<file path="src/rtl/mbf_chk_pkg.sv">
// Shared types and width helpers for the MBF golden-stream checker.
// The enum gives the checker FSM states; the functions derive port widths.
package mbf_chk_pkg;

  typedef enum logic [2:0] {
    ST_IDLE,
    ST_RUN,
    ST_PASS,
    ST_FAIL,
    ST_TIMEOUT
  } chk_state_e;

  function automatic int idx_width(input int n_exp);
    return $clog2(n_exp + 1);
  endfunction

  function automatic int ch_width(input int n_ch);
    return (n_ch > 1) ? $clog2(n_ch) : 1;
  endfunction

endpackage

</file>
<file path="src/rtl/mbf_chk_lane.sv">
// One checked channel: sample index, saturating pass/error counters,
// completion and sticky overrun flags, plus a per-cycle mismatch strobe.
module mbf_chk_lane
  import mbf_chk_pkg::*;
#(
  parameter int DATA_W = 8,
  parameter int N_EXP  = 527,
  parameter int CNT_W  = 16,
  parameter int IDX_W  = idx_width(N_EXP)
) (
  input  logic              clk,
  input  logic              reset,
  input  logic              clear,
  input  logic              run,
  input  logic              in_valid,
  input  logic [DATA_W-1:0] in_data,
  input  logic [DATA_W-1:0] exp_data,
  output logic              accept,
  output logic              mismatch,
  output logic [IDX_W-1:0]  idx,
  output logic [CNT_W-1:0]  pass_cnt,
  output logic [CNT_W-1:0]  err_cnt,
  output logic              ch_done,
  output logic              overrun
);

  logic [IDX_W-1:0] idx_reg;
  logic [CNT_W-1:0] pass_cnt_reg;
  logic [CNT_W-1:0] err_cnt_reg;
  logic             ch_done_reg;
  logic             overrun_reg;

  assign accept   = run && in_valid && !ch_done_reg;
  assign mismatch = accept && (in_data != exp_data);

  always_ff @(posedge clk or posedge reset) begin
    if (reset) begin
      idx_reg      <= '0;
      pass_cnt_reg <= '0;
      err_cnt_reg  <= '0;
      ch_done_reg  <= 1'b0;
      overrun_reg  <= 1'b0;
    end else if (clear) begin
      idx_reg      <= '0;
      pass_cnt_reg <= '0;
      err_cnt_reg  <= '0;
      ch_done_reg  <= 1'b0;
      overrun_reg  <= 1'b0;
    end else begin
      if (accept) begin
        idx_reg <= idx_reg + 1'b1;
        if (mismatch) begin
          if (err_cnt_reg != '1) err_cnt_reg <= err_cnt_reg + 1'b1;
        end else begin
          if (pass_cnt_reg != '1) pass_cnt_reg <= pass_cnt_reg + 1'b1;
        end
        if (idx_reg == IDX_W'(N_EXP - 1)) ch_done_reg <= 1'b1;
      end
      // Samples arriving after completion are dropped but remembered.
      if (run && in_valid && ch_done_reg) overrun_reg <= 1'b1;
    end
  end

  assign idx      = idx_reg;
  assign pass_cnt = pass_cnt_reg;
  assign err_cnt  = err_cnt_reg;
  assign ch_done  = ch_done_reg;
  assign overrun  = overrun_reg;

endmodule

</file>
<file path="config.mk">
export PLATFORM = sky130hd
export DESIGN_NAME = mbf_chk_lane
export DESIGN_NICKNAME = d
export VERILOG_FILES = /design/src/rtl/mbf_chk_pkg.sv /design/src/rtl/mbf_chk_lane.sv
export SDC_FILE = /design/constraint.sdc
export NUM_CORES = 1
export LEC_CHECK = 0
export ABC_CLOCK_PERIOD_IN_PS = 2300
export CELL_PAD_IN_SITES_DETAIL_PLACEMENT = 1
export CELL_PAD_IN_SITES_GLOBAL_PLACEMENT = 1
export CORE_UTILIZATION = 36
export CTS_BUF_LIST = sky130_fd_sc_hd__clkbuf_16
export DETAILED_ROUTE_END_ITERATION = 10
export GPL_ROUTABILITY_DRIVEN = 0
export HOLD_SLACK_MARGIN = 0.15
export PLACE_DENSITY_LB_ADDON = 0.1
export SLEW_MARGIN = 10
export SYNTH_ARGS = -nofsm -noshare
export SYNTH_HDL_FRONTEND = slang
export SYNTH_SLANG_ARGS = --single-unit
</file>
<file path="constraint.sdc">
create_clock -name clk -period 2.3 [get_ports clk]
set_input_delay 0.23 -clock clk [delete_from_list [all_inputs] [get_ports clk]]
set_output_delay 0.23 -clock clk [all_outputs]
set_load 0.02 [all_outputs]
</file>
# ---- Word level (Yosys, flattened, before mapping)
# Cells that the tools add are included.
dict set report classes {
  n_addsub 3
  eq_ne 5
  n_reduce_logical 14
  muxes 15
}
# cell n
set ops {}
lappend ops {{$mux 16} 8}
lappend ops {{$add 16x1->16 const B} 2}
lappend ops {{$ne 16x16->1 const B} 2}
lappend ops {{$mux 10} 2}
lappend ops {{$reduce_bool 2->1} 6}
lappend ops {{$add 10x1->10 const B} 1}
lappend ops {{$eq 10x10->1 const B} 1}
lappend ops {{$ne 8x8->1} 1}
lappend ops {{$reduce_and 3->1} 2}
lappend ops {{$mux 1} 5}
lappend ops {{$logic_and 1x1->1} 4}
lappend ops {{$ne 2x2->1 const B} 1}
lappend ops {{$reduce_and 2->1} 1}
lappend ops {{$logic_not 1->1} 1}
dict set report word_totals {
  input_bits 21
  elab_cells 42
  reg_bits 44
  out_inout_bits 46
}

# ---- Depth between registers and ports, before layout
dict set report logic_depth {
  word_depth 6
  ltp_mapped 7
  ltp_nobuf 6
}

# ---- Worst setup path after synthesis
# OpenSTA, ideal clock, no wires.
dict set report synth_path {
  path_type {reg2reg}
  from {register err_cnt_reg[0] (netlist: err_cnt[0])}
  to {register err_cnt_reg[12] (netlist: err_cnt[12])}
  required_time_ns 2.175
  synth_period_minus_slack_ns 2.107
  slack_ns 0.193
  t_arrival_ns 1.983
  path_buffers 0
  setup_time_ns 0.125
  path_stages_with_launch 7
  cell_sequence {dfrtp_1 -> ha_1 -> and2_1 -> nand4_1 -> a2111o_1 -> nor3b_1 -> mux2_2}
}
dict set report synth_between {
  elab_chain_cells 5
  word_cells_on_any_way 8
  classes_between {add/sub (1); eq/ne (1); mux (4); reduce/logical (2)}
}
# item line_no
set synth_rtl {}
lappend synth_rtl {{from (decl)} mbf_chk_lane.sv:29} ;# logic [CNT_W-1:0] err_cnt_reg;
lappend synth_rtl {{from (signal assigned)} mbf_chk_lane.sv:53} ;# if (err_cnt_reg != '1) err_cnt_reg <= err_cnt_reg + 1'b1;
lappend synth_rtl {{$add 16x1->16} mbf_chk_lane.sv:53}
lappend synth_rtl {{$mux 16} mbf_chk_lane.sv:53}
lappend synth_rtl {{$mux 16} mbf_chk_lane.sv:52} ;# if (mismatch) begin
lappend synth_rtl {{$mux 16} mbf_chk_lane.sv:50} ;# if (accept) begin
lappend synth_rtl {{$mux 16} mbf_chk_lane.sv:43} ;# end else if (clear) begin
# Parallel ways exist; a longest one is shown, timed or not. The select of a mux whose other input is x is not followed.
# A chain may end at the register's enable or synchronous reset.

# ---- Worst setup path in the final report
dict set report layout_path {
  from {input port exp_data[6]}
  to {register pass_cnt_reg[15] (netlist: pass_cnt[15])}
}
dict set report layout_between {
  elab_chain_cells 4
}
# item line_no
set layout_rtl {}
lappend layout_rtl {{from (decl)} mbf_chk_lane.sv:17} ;# input logic [DATA_W-1:0] exp_data,
lappend layout_rtl {{$ne 8x8->1} mbf_chk_lane.sv:34} ;# assign mismatch = accept && (in_data != exp_data);
lappend layout_rtl {{$logic_and 1x1->1} mbf_chk_lane.sv:34}
lappend layout_rtl {{$ne 2x2->1 (no source line)} -}
lappend layout_rtl {{$reduce_and 3->1 (no source line)} -}
lappend layout_rtl {{to (signal assigned)} mbf_chk_lane.sv:55} ;# if (pass_cnt_reg != '1) pass_cnt_reg <= pass_cnt_reg + 1'b1;
lappend layout_rtl {{to (decl)} mbf_chk_lane.sv:28} ;# logic [CNT_W-1:0] pass_cnt_reg;
# No other way between the ends.

==> results.md <==
* Outcome: completed
* Synthesized area at 2530 µm²
* Drt drc at 0
* Clock Path Buffers at 2
* Worst-Margin Slew at 398 ps
* Placed cell count at 449
* Core Box Area at 6790 µm²
* Antenna violations before repair at 0
* Critical R2R Launch: err_cnt[0]$_DFFE_PP0P_
* Reg2Reg Depth at 7
* Syn nets at 304
* FFs w/ async S/R, synth at 100%
* Critical R2R Capture: err_cnt[10]$_DFFE_PP0P_
* Max Slew Vio Count at 0
* Count of final setup violators at 0
* Final non-filler cell total at 457
* Tmin final at 2190 ps
* Cell Area, Placed at 3460 µm²
* Peak VDD IR at 0.000269 V
* Area leader, netlist: dfrtp_1
* FP Rows at 30
* DRT Wirelength at 7050 µm
* Hold Path Class: input pin to asynchronous set/reset pin
* # hold bufs at CTS at 0
* Arrival @ worst endpoint at 2360 ps
* Maximum number of pins on one net before global-route repair at 50
* Avg Cell Area, Syn at 9.05 µm²
* Pwr per Cell Area at 483 nW/µm²
* Post-route ant nets at 0
* Via Count at 2449
* Unrepaired setup endpoints after global routing: false
* Area Growth Syn to Fin at 43.5%
* First-pass GRT wire length at 11800 µm
* Final hold vios at 0
* Die Wd at 85.8 µm
* Critical path data required time at 2470 ps
* Yosys cell types at 38
* Max-Cap Viols at 0
* Design area at 3630 µm²
* Synthesized netlist cell count at 279
* WS Path Type: input pin to flop
* Yosys warnings at 0
* Via density at 5.36
* Leak Pwr at 1.39 nW
* Gr ovfl total at 0
* Crit path capture type: flop
* Flops & latches, synth at 44
* # port buffers at 66
* Wire length per cell at 15.4 µm
* Ant diodes at 0
* Top cells by area, synth: dfrtp_1, a21oi_1, or4_1
* Startpoint Class: input pin
* Gr usage total at 20.0%
* Die ar. at 7360 µm²
* Setup crit end: pass_cnt[15]$_DFFE_PP0P_
* Internal reg-to-reg setup slack at 190 ps
* Ratio of cells with drive above 1 in the final layout at 11.6%
* CP startpoint: exp_data[6]
* Fmax at 0.457 GHz
* DP Wirelength at 4920 µm
* Synth Flop Type: dfrtp_1
* Slew margin rel. at 73.1%
* Clock transition at path regs at 60 ps
* Clock buffer count from CTS at 5
* Worst Path Max Fanout at 8
* Sequential fraction of the synthesis area at 43.6%
* Final TNS setup at 0 ps
* Vias in the first global route at 2492
* Worst skew pair latency at 280 ps
* Area share of the largest cell type after synthesis at 43.6%
* Clk sinks at 44
* Clock Skew at 4.79 ps
* CTS tree: yes
* Starting Density at 37.2%
* Post-layout net count at 385
* Chip Height at 85.8 µm
* CTS H-tree depth at 2
* Ports at 67
* Number of synthesized flops with an enable pin at 0
* Clock root buffer: clkbuf_16
* Fin crit share at 95.1%
* 1st-pass router iterations at 4
* Initial DRC count at 53
layout by cell type (no fill, tap or decap), types with 2 or more instances in the layout:
cell and count:
ha_1 4, o311ai_0 2, o31ai_1 13, nor3_1 4, nand3_1 6, dfrtp_1 44, o21ai_0 12, nand2_1 24
buf_12 3, clkbuf_16 5, or3_1 11, o41ai_1 3, nand2b_1 2, mux2i_1 2, and4_1 5, mux2_2 5
a211oi_1 2, nor2b_1 4, nand4_1 17, a21oi_1 25, and2_1 3, xnor2_1 10, nor2_1 23, or4_1 14
nor4_1 2, clkdlybuf4s50_1 65, xor2_1 3, buf_4 19, inv_1 12
final cells by class:
class	instances	area (µm²)
clock inverter	3	38.8
timing repair buffer	88	862
sequential	44	1100
inverter	12	45.0
tap	96	120
multi-input combinational	209	1330
fill	785	3170
clock buffer	5	125
how the worst min path moves through the flow:
stage                     cells after the start  slack [ps]                   to
after global placement                        2         480  overrun$_DFFE_PP0P_
after CTS                                     3         310   idx[8]$_DFFE_PP0P_
after detailed placement                      2         510  overrun$_DFFE_PP0P_
final                                         3         290   idx[8]$_DFFE_PP0P_
after floorplan                               2         400  overrun$_DFFE_PP0P_
after global routing                          3         310   idx[8]$_DFFE_PP0P_
cell families (layout without fill, tap and decap cells):
group,count (synthesis),in the layout,share of synthesized area [%]
adders and majority gates,4,4,1.98
xor gates and xnor gates,14,14,5.15
and+or+nand+nor,123,123,27.5
buffers and inverters,26,108,3.91
DFF,44,44,43.6
muxes,7,7,3.02
AOI/OAI and AO/OA,61,61,14.8
metrics by stage:
| step | setup WS [ps] | util (%) | power (mW) | hold WS, ps |
|---|---|---|---|---|
| 3_5_place_dp | -266 | 50.9 | 0.962 | 512 |
| 5_1_grt | 31.3 | 53.4 | 1.81 | 311 |
| 2_1_floorplan | 193 | - | 0.868 | 403 |
| 6_report | 112 | 53.4 | 1.75 | 290 |
| 4_1_cts | 11.7 | 53.3 | 1.77 | 312 |
| 3_3_place_gp | -150 | 50.9 | 0.959 | 484 |
report_power, final:
part | internal, mW | switching [mW] | total (mW)
Sequential | 0.778 | 0.00567 | 0.784
Clock | 0.507 | 0.298 | 0.805
Combinational | 0.0794 | 0.0836 | 0.163
worst max-delay path, stage by stage:
cell and delay (ps):
clkdlybuf4s50_1 420, xnor2_1 210, nand4_1 210, or4b_4 620, or4_1 430, o211a_1 230
cell usage after synthesis, types with 3 or more instances:
| master | number |
|---|---|
| nand4_1 | 17 |
| o21ai_0 | 13 |
| and2_1 | 3 |
| or3_1 | 11 |
| nor3_1 | 4 |
| xor2_1 | 3 |
| o41ai_1 | 3 |
| mux2_2 | 5 |
| o31ai_1 | 13 |
| xnor2_1 | 10 |
| nor2b_1 | 4 |
| and4_1 | 5 |
| nand3_1 | 6 |
| dfrtp_1 | 44 |
| or4_1 | 15 |
| a21oi_1 | 25 |
| clkbuf_1 | 13 |
| nor2_1 | 23 |
| ha_1 | 4 |
| nand2_1 | 24 |
| inv_1 | 12 |
per-layer routing:
metal	vias up	wire length, µm	global-route usage [%]	part of all wire [%]
met5	-	0	0	0
met4	0	63	4.39	0.89
met3	7	250	3.08	3.5
met2	51	3420	34.8	48
met1	1195	3320	26.3	47
li1	1196	-	-	-
repair_timing:
action / in CTS / in global routing
resized for setup: 1 / 2
buffers inserted: 0 / 0
hold endpoints to repair: 0 / 0
endpoints found under the setup margin: 1 / 4
Note: power is estimated with default switching activity, not from simulation.
